### config.mk
export PLATFORM = sky130hd
export DESIGN_NAME = weight_bank
export DESIGN_NICKNAME = d
export VERILOG_FILES = /design/src/rtl/dqn_pkg.sv /design/src/rtl/weight_bank_popcount.sv /design/src/rtl/weight_bank.sv
export SDC_FILE = /design/constraint.sdc
export NUM_CORES = 1
export LEC_CHECK = 0
export ABC_AREA = 1
export ABC_CLOCK_PERIOD_IN_PS = 3800
export CAP_MARGIN = 10
export CORE_MARGIN = 5
export CORE_UTILIZATION = 43
export DETAILED_ROUTE_END_ITERATION = 8
export PLACE_DENSITY = 0.76
export REMOVE_ABC_BUFFERS = 1
export SYNTH_ARGS = -nofsm -noshare
export SYNTH_HDL_FRONTEND = slang
export SYNTH_SLANG_ARGS = --single-unit
export TNS_END_PERCENT = 50
### constraint.sdc
create_clock -name clk -period 3.8 [get_ports clk]
set_input_delay 0.95 -clock clk [delete_from_list [all_inputs] [get_ports clk]]
set_output_delay 0.95 -clock clk [all_outputs]
set_load 0.02 [all_outputs]
### src/rtl/dqn_pkg.sv
// Shared definitions for the weight bank: default geometry, the bank
// state encoding and the load-count width.
package dqn_pkg;

    localparam int DATA_W_DEF    = 16;
    localparam int N_WORDS_DEF   = 9;
    localparam int BASE_ADDR_DEF = 10;
    localparam int CNT_W         = $clog2(N_WORDS_DEF + 1);

    // EMPTY: no word loaded, LOADING: some loaded, FULL: all loaded,
    // COMMIT: one-cycle publish of the shadow set into the active set.
    typedef enum logic [1:0] {
        ST_EMPTY   = 2'd0,
        ST_LOADING = 2'd1,
        ST_FULL    = 2'd2,
        ST_COMMIT  = 2'd3
    } bank_state_e;

endpackage : dqn_pkg

### src/rtl/weight_bank_popcount.sv
// Combinational population count of a WIDTH-bit vector.
module popcount #(
    parameter int WIDTH = 9
) (
    input  logic [WIDTH-1:0]             bits,
    output logic [$clog2(WIDTH+1)-1:0]   count
);

    localparam int CW = $clog2(WIDTH + 1);

    // Sum the set bits.
    always_comb begin
        // NOTE: every variable written in always_comb gets a value before any
        // conditional path, otherwise the tool infers a latch to hold it.
        count = '0;
        for (int i = 0; i < WIDTH; i++) begin
            count = count + CW'(bits[i]);
        end
    end

endmodule : popcount

### src/rtl/weight_bank.sv
// Weight bank: N_WORDS x DATA_W weight registers loaded word by word from a
// controller address space starting at BASE_ADDR.
// Build option WEIGHT_BANK_SHADOW_EN: when defined, writes land in a shadow
// set and a commit in FULL publishes it to the active set two edges later;
// when undefined, writes update the active set directly and commit is ignored.
module weight_bank
    import dqn_pkg::*;
#(
    parameter int DATA_W    = DATA_W_DEF,
    parameter int N_WORDS   = N_WORDS_DEF,
    parameter int ADDR_W    = 4,
    parameter int BASE_ADDR = BASE_ADDR_DEF
) (
    input  logic                         clk,
    input  logic                         rst,
    input  logic                         wr_valid,
    output logic                         wr_ready,
    input  logic [ADDR_W-1:0]            wr_addr,
    input  logic [DATA_W-1:0]            wr_data,
    input  logic                         commit,
    input  logic                         clear,
    output logic [N_WORDS*DATA_W-1:0]    w_flat,
    output logic [$clog2(N_WORDS+1)-1:0] load_cnt,
    output logic                         full,
    output logic                         err_oob
);

    localparam int LCNT_W = $clog2(N_WORDS + 1);

    bank_state_e             state_q, state_d;
    logic [N_WORDS-1:0]      loaded_q, loaded_d;
    logic                    err_oob_q, err_oob_d;
    logic [DATA_W-1:0]       active_q [N_WORDS];
    logic [DATA_W-1:0]       active_d [N_WORDS];
`ifdef WEIGHT_BANK_SHADOW_EN
    logic [DATA_W-1:0]       shadow_q [N_WORDS];
    logic [DATA_W-1:0]       shadow_d [N_WORDS];
`else
    logic                    unused_commit;
    assign unused_commit = commit;
`endif

    logic        wr_acc;
    logic        in_range;
    logic [31:0] addr_ext;
    logic [31:0] idx_ext;

    // Address decode: widen before comparing so BASE_ADDR+N_WORDS never wraps.
    always_comb begin
        addr_ext = 32'(wr_addr);
        idx_ext  = addr_ext - 32'(BASE_ADDR);
        in_range = (addr_ext >= 32'(BASE_ADDR)) &&
                   (addr_ext <  32'(BASE_ADDR + N_WORDS));
        wr_acc   = wr_valid && wr_ready;
    end

    // Output decode: writes are refused in reset and during the publish cycle.
    always_comb begin
`ifdef WEIGHT_BANK_SHADOW_EN
        wr_ready = rst && (state_q != ST_COMMIT);
`else
        wr_ready = rst;
`endif
    end

    // Storage update with priority clear > commit > write.
    always_comb begin
        loaded_d  = loaded_q;
        err_oob_d = err_oob_q;
        active_d  = active_q;
`ifdef WEIGHT_BANK_SHADOW_EN
        shadow_d  = shadow_q;
`endif
        if (clear) begin
            // A write accepted alongside clear is dropped on purpose.
            loaded_d  = '0;
            err_oob_d = 1'b0;
        end else begin
`ifdef WEIGHT_BANK_SHADOW_EN
            if (state_q == ST_COMMIT) begin
                active_d = shadow_q;
                loaded_d = '0;
            end
`endif
            if (wr_acc) begin
                if (in_range) begin
                    for (int i = 0; i < N_WORDS; i++) begin
                        if (idx_ext == 32'(i)) begin
`ifdef WEIGHT_BANK_SHADOW_EN
                            shadow_d[i] = wr_data;
`else
                            active_d[i] = wr_data;
`endif
                            loaded_d[i] = 1'b1;
                        end
                    end
                end else begin
                    err_oob_d = 1'b1;
                end
            end
        end
    end

    // Next state: follows loaded[] after each accepted write; commit only in FULL.
    always_comb begin
        state_d = state_q;
        if (clear) begin
            state_d = ST_EMPTY;
`ifdef WEIGHT_BANK_SHADOW_EN
        end else if (state_q == ST_COMMIT) begin
            state_d = ST_EMPTY;
        end else if (commit && (state_q == ST_FULL)) begin
            state_d = ST_COMMIT;
`endif
        end else if (wr_acc) begin
            if (loaded_d == '0) begin
                state_d = ST_EMPTY;
            end else if (&loaded_d) begin
                state_d = ST_FULL;
            end else begin
                state_d = ST_LOADING;
            end
        end
    end

    // State register.
    always_ff @(posedge clk) begin
        // NOTE: sequential state uses non-blocking assignments so every flop
        // samples pre-edge values regardless of statement order.
        if (!rst) begin
            state_q <= ST_EMPTY;
        end else begin
            state_q <= state_d;
        end
    end

    // Datapath registers, including the weight words themselves.
    always_ff @(posedge clk) begin
        if (!rst) begin
            loaded_q  <= '0;
            err_oob_q <= 1'b0;
            // NOTE: the weight arrays are reset deliberately because the
            // published output must read zero after reset; plain storage
            // arrays normally stay unreset so they map onto RAM.
            for (int i = 0; i < N_WORDS; i++) begin
                active_q[i] <= '0;
`ifdef WEIGHT_BANK_SHADOW_EN
                shadow_q[i] <= '0;
`endif
            end
        end else begin
            loaded_q  <= loaded_d;
            err_oob_q <= err_oob_d;
            active_q  <= active_d;
`ifdef WEIGHT_BANK_SHADOW_EN
            shadow_q  <= shadow_d;
`endif
        end
    end

    popcount #(
        .WIDTH (N_WORDS)
    ) u_popcount (
        .bits  (loaded_q),
        .count (load_cnt)
    );

    for (genvar g = 0; g < N_WORDS; g++) begin : g_flat
        assign w_flat[g*DATA_W +: DATA_W] = active_q[g];
    end

    assign full    = (load_cnt == LCNT_W'(N_WORDS));
    assign err_oob = err_oob_q;

endmodule : weight_bank

After elaboration in Yosys (flattened, before gate mapping)
Index checks and enable logic that the tools add are counted.

Add/sub/neg operators: 9. Magnitude comparators: 1. Eq/ne operators: 9. Bitwise operators: 3. Reductions and logical operators: 22.

Operator list (number): equality test 32 x 3 -> 1 bit, second input constant (4); equality test 32 x 2 -> 1 bit, second input constant (2); AND reduction 4 bit (9); equality test 32 x 1 -> 1 bit, second input constant (1); equality test 32 x 4 -> 1 bit, second input constant (1); zero test 32 bit (1); adder 4 x 1 -> 4 bit (7); AND reduction 3 bit (9); subtractor 4 x 4 -> 5 bit, second input constant (1); equality test 4 bit, second input constant (1); >= comparator 4 bit, second input constant (1); NOT 1 bit (3); adder 1 x 1 -> 2 bit (1); AND reduction 2 bit (1); OR reduction 2 bit (1); logical AND 1 bit (1).

Flip-flop bits (word level): 154. Bits of input ports: 25. Output and inout bits: 151. Word-level logic and storage cells: 63.

Depth between registers and ports, before layout
Word-level depth: 9. Gate-level depth with buffers: 11. Mapped depth without buffers: 11.

Cells and area by module
From an unflattened synthesis, not the netlist that was laid out.

Cells, all modules: 780. Area total of the unflattened synthesis: 6291.0 um2.

By module, submodules not included: weight_bank (times used 1, cells each 752, area an instance 6085.8 um2, seq. area each 3083.0 um2); popcount (times used 1, cells each 28, area an instance 205.2 um2, seq. area each 0.0 um2).

Worst setup path after synthesis
OpenSTA, ideal clock, no wires.

Kind: register -> output. From: reg loaded_q[0]. To: out full. Arrival: 3.539 ns. Data required time: 2.850 ns. Setup slack: -0.689 ns. Stages on the path, launching flop included: 11. Path buffers: 0. Cells stage by stage: dfxtp_1 -> ha_1 -> inv_1 -> fa_1 -> fa_1 -> fa_1 -> inv_1 -> ha_1 -> fa_1 -> xor2_1 -> nor4_1.

Longest elaborated chain between the ends: 9.

Ends and longest elaborated chain: start: declaration (line weight_bank.sv:31) `logic [N_WORDS-1:0] loaded_q, loaded_d;`; start signal: assignment (line weight_bank.sv:152) `loaded_q <= loaded_d;`; adder 1 x 1 -> 2 bit (line weight_bank_popcount.sv:17) `count = count + CW'(bits[i]);`; adder 4 x 1 -> 4 bit (7 in a row) (line weight_bank_popcount.sv:17); named net load_cnt[2] (line weight_bank.sv:23) `output logic [$clog2(N_WORDS+1)-1:0] load_cnt,`; equality test 4 bit (line weight_bank.sv:172) `assign full = (load_cnt == LCNT_W'(N_WORDS));`; end: declaration (line weight_bank.sv:24) `output logic full,`.

The timed path passes the listed nets, and every way through them passes these cells.

Worst setup path after layout
From: reg loaded_q[1]. To: out full.

Longest elaborated chain between the ends: 9.

Ends and longest elaborated chain (line): adder 1 x 1 -> 2 bit (weight_bank_popcount.sv:17); adder 4 x 1 -> 4 bit (7 in a row) (weight_bank_popcount.sv:17); equality test 4 bit (weight_bank.sv:172).

Every way passes these cells.

==> flow_summary.toml <==
[critical_path]
cp_max_fo = 2
cp_data_required_time_ns = 2.85
startpoint_type = "register"
endpoint_kind = "primary output"
reg2reg_from = "loaded_q[4]"
r2r_setup_slack_ns = 3.12
crit_type = "register to primary output"
rr_worst_depth = 3
r2r_end = "loaded_q[4]"
arrival_ns = 3.61

[power_and_ir_drop]
p_per_area_nw_per_um2 = 420
leakage_nw = 2.87
ir_drop_v = 0.000275
finalPower_mw = 3.69

[grt]
grt_pass1_vias = 5680
grt_max_degree = 75
antenna_found_initial = 0
grt_usage_pct = 24.3
overflow = 0
grt_pass1_wl_um = 32100

[sta]
worst_slack_ns = -0.758
fin_crit_ns = 4.56
max_slew_margin_pct = 51.9
skew_ns = 0
rsz0062_at_grt = "yes"
holdWs_ns = 0.452
fin_crit_sh_pct = 120
worstMarginPinSlew_ns = 0.719
slew_violations = 0
setup_viol = 5
setup_tns_ns = -2.51
report.final.hold_viol_count = 0
fmax_mhz = 219

[clock_network]
ctsHoldBuffers = 0
htreeDepth = 4
post_cts_buffers = 0
cts.path.max_buffers = 2
cts_tree = "yes"
path_clk_slew_ns = 0.06
clock_sinks = 154
clock-root-buffer = "clkbuf_16"
numCtsBuffers = 17
insertion_delay_ns = 0.42

[detailed_routing]
drc = 0
final_antenna_net_count = 0
route.vias.total = 6301
routed_wl_um = 21400
first_pass_iters = 5
drt_iter0_drc = 490
detail_route.wl_per_cell_um = 19.3
vias_per_cell = 5.68

[placement]
dpl_worst_slack_ns = -0.881
port_buffers = 174
place_congestion = 0.782
dp_hpwl_um = 13100

[yosys]
synthAdderAreaFrac_pct = 3.18
synth-warning-count = 0
synth-xor-area-share_pct = 0.139
synth.avg_cell_area_sq_um = 8.14
synth_top_family_by_area = "simple AND/OR/NAND/NOR gates"
synth-simple-area-share_pct = 26.8
yosys-mux-area-fraction_pct = 0
yosysSeqAreaShare_pct = 48.9
ys_seq_elements = 154
syn_area_sq_um = 6300
syn_inst = 774
synth_compound_area_share_pct = 12.4
synth.distinct_cells = 23

[min_path]
hold_path_end = "err_oob"
min_path_cells = 2
worstHoldStart = "err_oob"
hp-class = "register to register"

[die]
fp.dieH_um = 131
core_area_sq_um = 14500
fp-row-count = 44
die-area_sq_um = 17200
ios = 176
die_w_um = 131
initial_core_util_pct = 43.5

[flow_run]
maxCapViolCount = 0

[cells_and_area]
drive_above_1_share_pct = 8.86
nets = 952
area_delta_synth_final_pct = 39.2
diodes = 0
n_fill_cell = 1283

[run_status]
failed_checks = "negative setup slack"
status = "finished with violations"
## stage by stage
step | utilization, % | instance area, sq um | std cells
after floorplan | - | 5870 | 690
after global placement | 56.0 | 8110 | 1079
after detailed placement | 56.0 | 8110 | 1079
after CTS | 60.5 | 8760 | 1110
after global routing | 60.6 | 8770 | 1110
final | 60.6 | 8770 | 1110
## final cells by class
type	count	area, sq um	area share [%]
Sequential cell	154	3090	35.2
Multi-Input combinational cell	508	2720	31.0
Timing Repair Buffer	205	2000	22.8
Clock buffer	24	472	5.38
Tap cell	184	230	2.62
Clock inverter	7	164	1.87
Inverter	28	108	1.23
## repair_timing
item                       in CTS  in global routing
gates resized for setup        23                  5
setup endpoints to repair       5                  5
hold endpoints to repair        0                  0
## synth_stat cells
master | n | share of area, %
dfxtp_1 | 154 | 49
nand2_1 | 154 | 9.2
a21oi_1 | 153 | 12
nand4_1 | 144 | 14
clkbuf_1 | 38 | 2.3
buf_2 | 30 | 2.4
inv_1 | 25 | 1.5
nand3_1 | 20 | 1.6
nor2_2 | 10 | 0.99
buf_6 | 8 | 1.4
ha_1 | 8 | 1.6
nor2_1 | 7 | 0.42
buf_4 | 6 | 0.71
fa_1 | 5 | 1.6
a31oi_1 | 2 | 0.20
buf_1 | 2 | 0.12
inv_2 | 2 | 0.12
clkinv_1 | 1 | 0.060
nand2_2 | 1 | 0.099
nor4_1 | 1 | 0.099
o21ai_1 | 1 | 0.079
or2_2 | 1 | 0.099
xor2_1 | 1 | 0.14
## flip-flops by register name (all words and copies together) (netlist names)
| register | flops |
|---|---|
| loaded_q | 9 |
| err_oob | 1 |
| w_flat | 144 |
## worst max path at each step
stage,endpoint,from,depth (start not counted),slack (ns)
5_1_grt,full,loaded_q[1],11,-0.87
2_1_floorplan,w_flat[0],wr_valid,5,-1.55
4_1_cts,full,loaded_q[1],11,-0.78
3_5_place_dp,full,loaded_q[0],11,-0.88
6_report,full,loaded_q[1],11,-0.76
3_3_place_gp,full,loaded_q[0],11,-0.81
## worst max-delay path, cell delays in order (launching register included)
cell and delay [ns]:
dfxtp_2 0.33, ha_4 0.26, inv_2 0.03, fa_1 0.49, fa_1 0.44, fa_1 0.51
inv_2 0.05, ha_4 0.15, fa_2 0.34, xor2_1 0.18, nor4_1 0.21, buf_2 0.20
## power by group
group / internal [mW] / total [mW] / switching (mW)
logic: 0.0509 / 0.222 / 0.171
registers: 1.62 / 1.62 / 0.00123
clock network: 1.20 / 1.85 / 0.651
## layer usage
metal  GRT usage (%)  up-vias  part of all wire (%)  wire (um)
met4            8.53        0                   2.7        578
met1            34.1     2974                    43       9130
met5               0        -                     0          0
met2            36.7      287                    47       9960
li1                -     2996                     -          -
met3            5.55       44                   8.1       1730
## kinds of logic (layout without fill, tap and decap cells)
| group | Yosys count | in the layout |
|---|---|---|
| compound gates | 156 | 156 |
| buf+inv | 112 | 264 |
| flops | 154 | 154 |
| fa+ha+maj | 13 | 13 |
| simple gates | 338 | 338 |
| xor+xnor | 1 | 1 |
## layout by cell type (no fill, tap or decap), types with 2 or more instances in the layout
cell | netlist | final
ha_4 | 0 | 2
clkdlybuf4s50_1 | 0 | 169
buf_12 | 0 | 2
inv_1 | 25 | 23
ha_1 | 8 | 6
nor2_2 | 10 | 9
a31oi_1 | 2 | 2
clkbuf_8 | 0 | 2
buf_4 | 6 | 29
bufinv_16 | 0 | 5
dfxtp_1 | 154 | 152
dfxtp_2 | 0 | 2
nand4_1 | 144 | 144
nand3_1 | 20 | 20
a21oi_1 | 153 | 153
buf_6 | 8 | 3
nand2_1 | 154 | 154
inv_2 | 2 | 3
nor2_1 | 7 | 7
clkbuf_16 | 0 | 17
clkbuf_1 | 38 | 5
fa_1 | 5 | 4
Power figures use the tool's default switching activity.
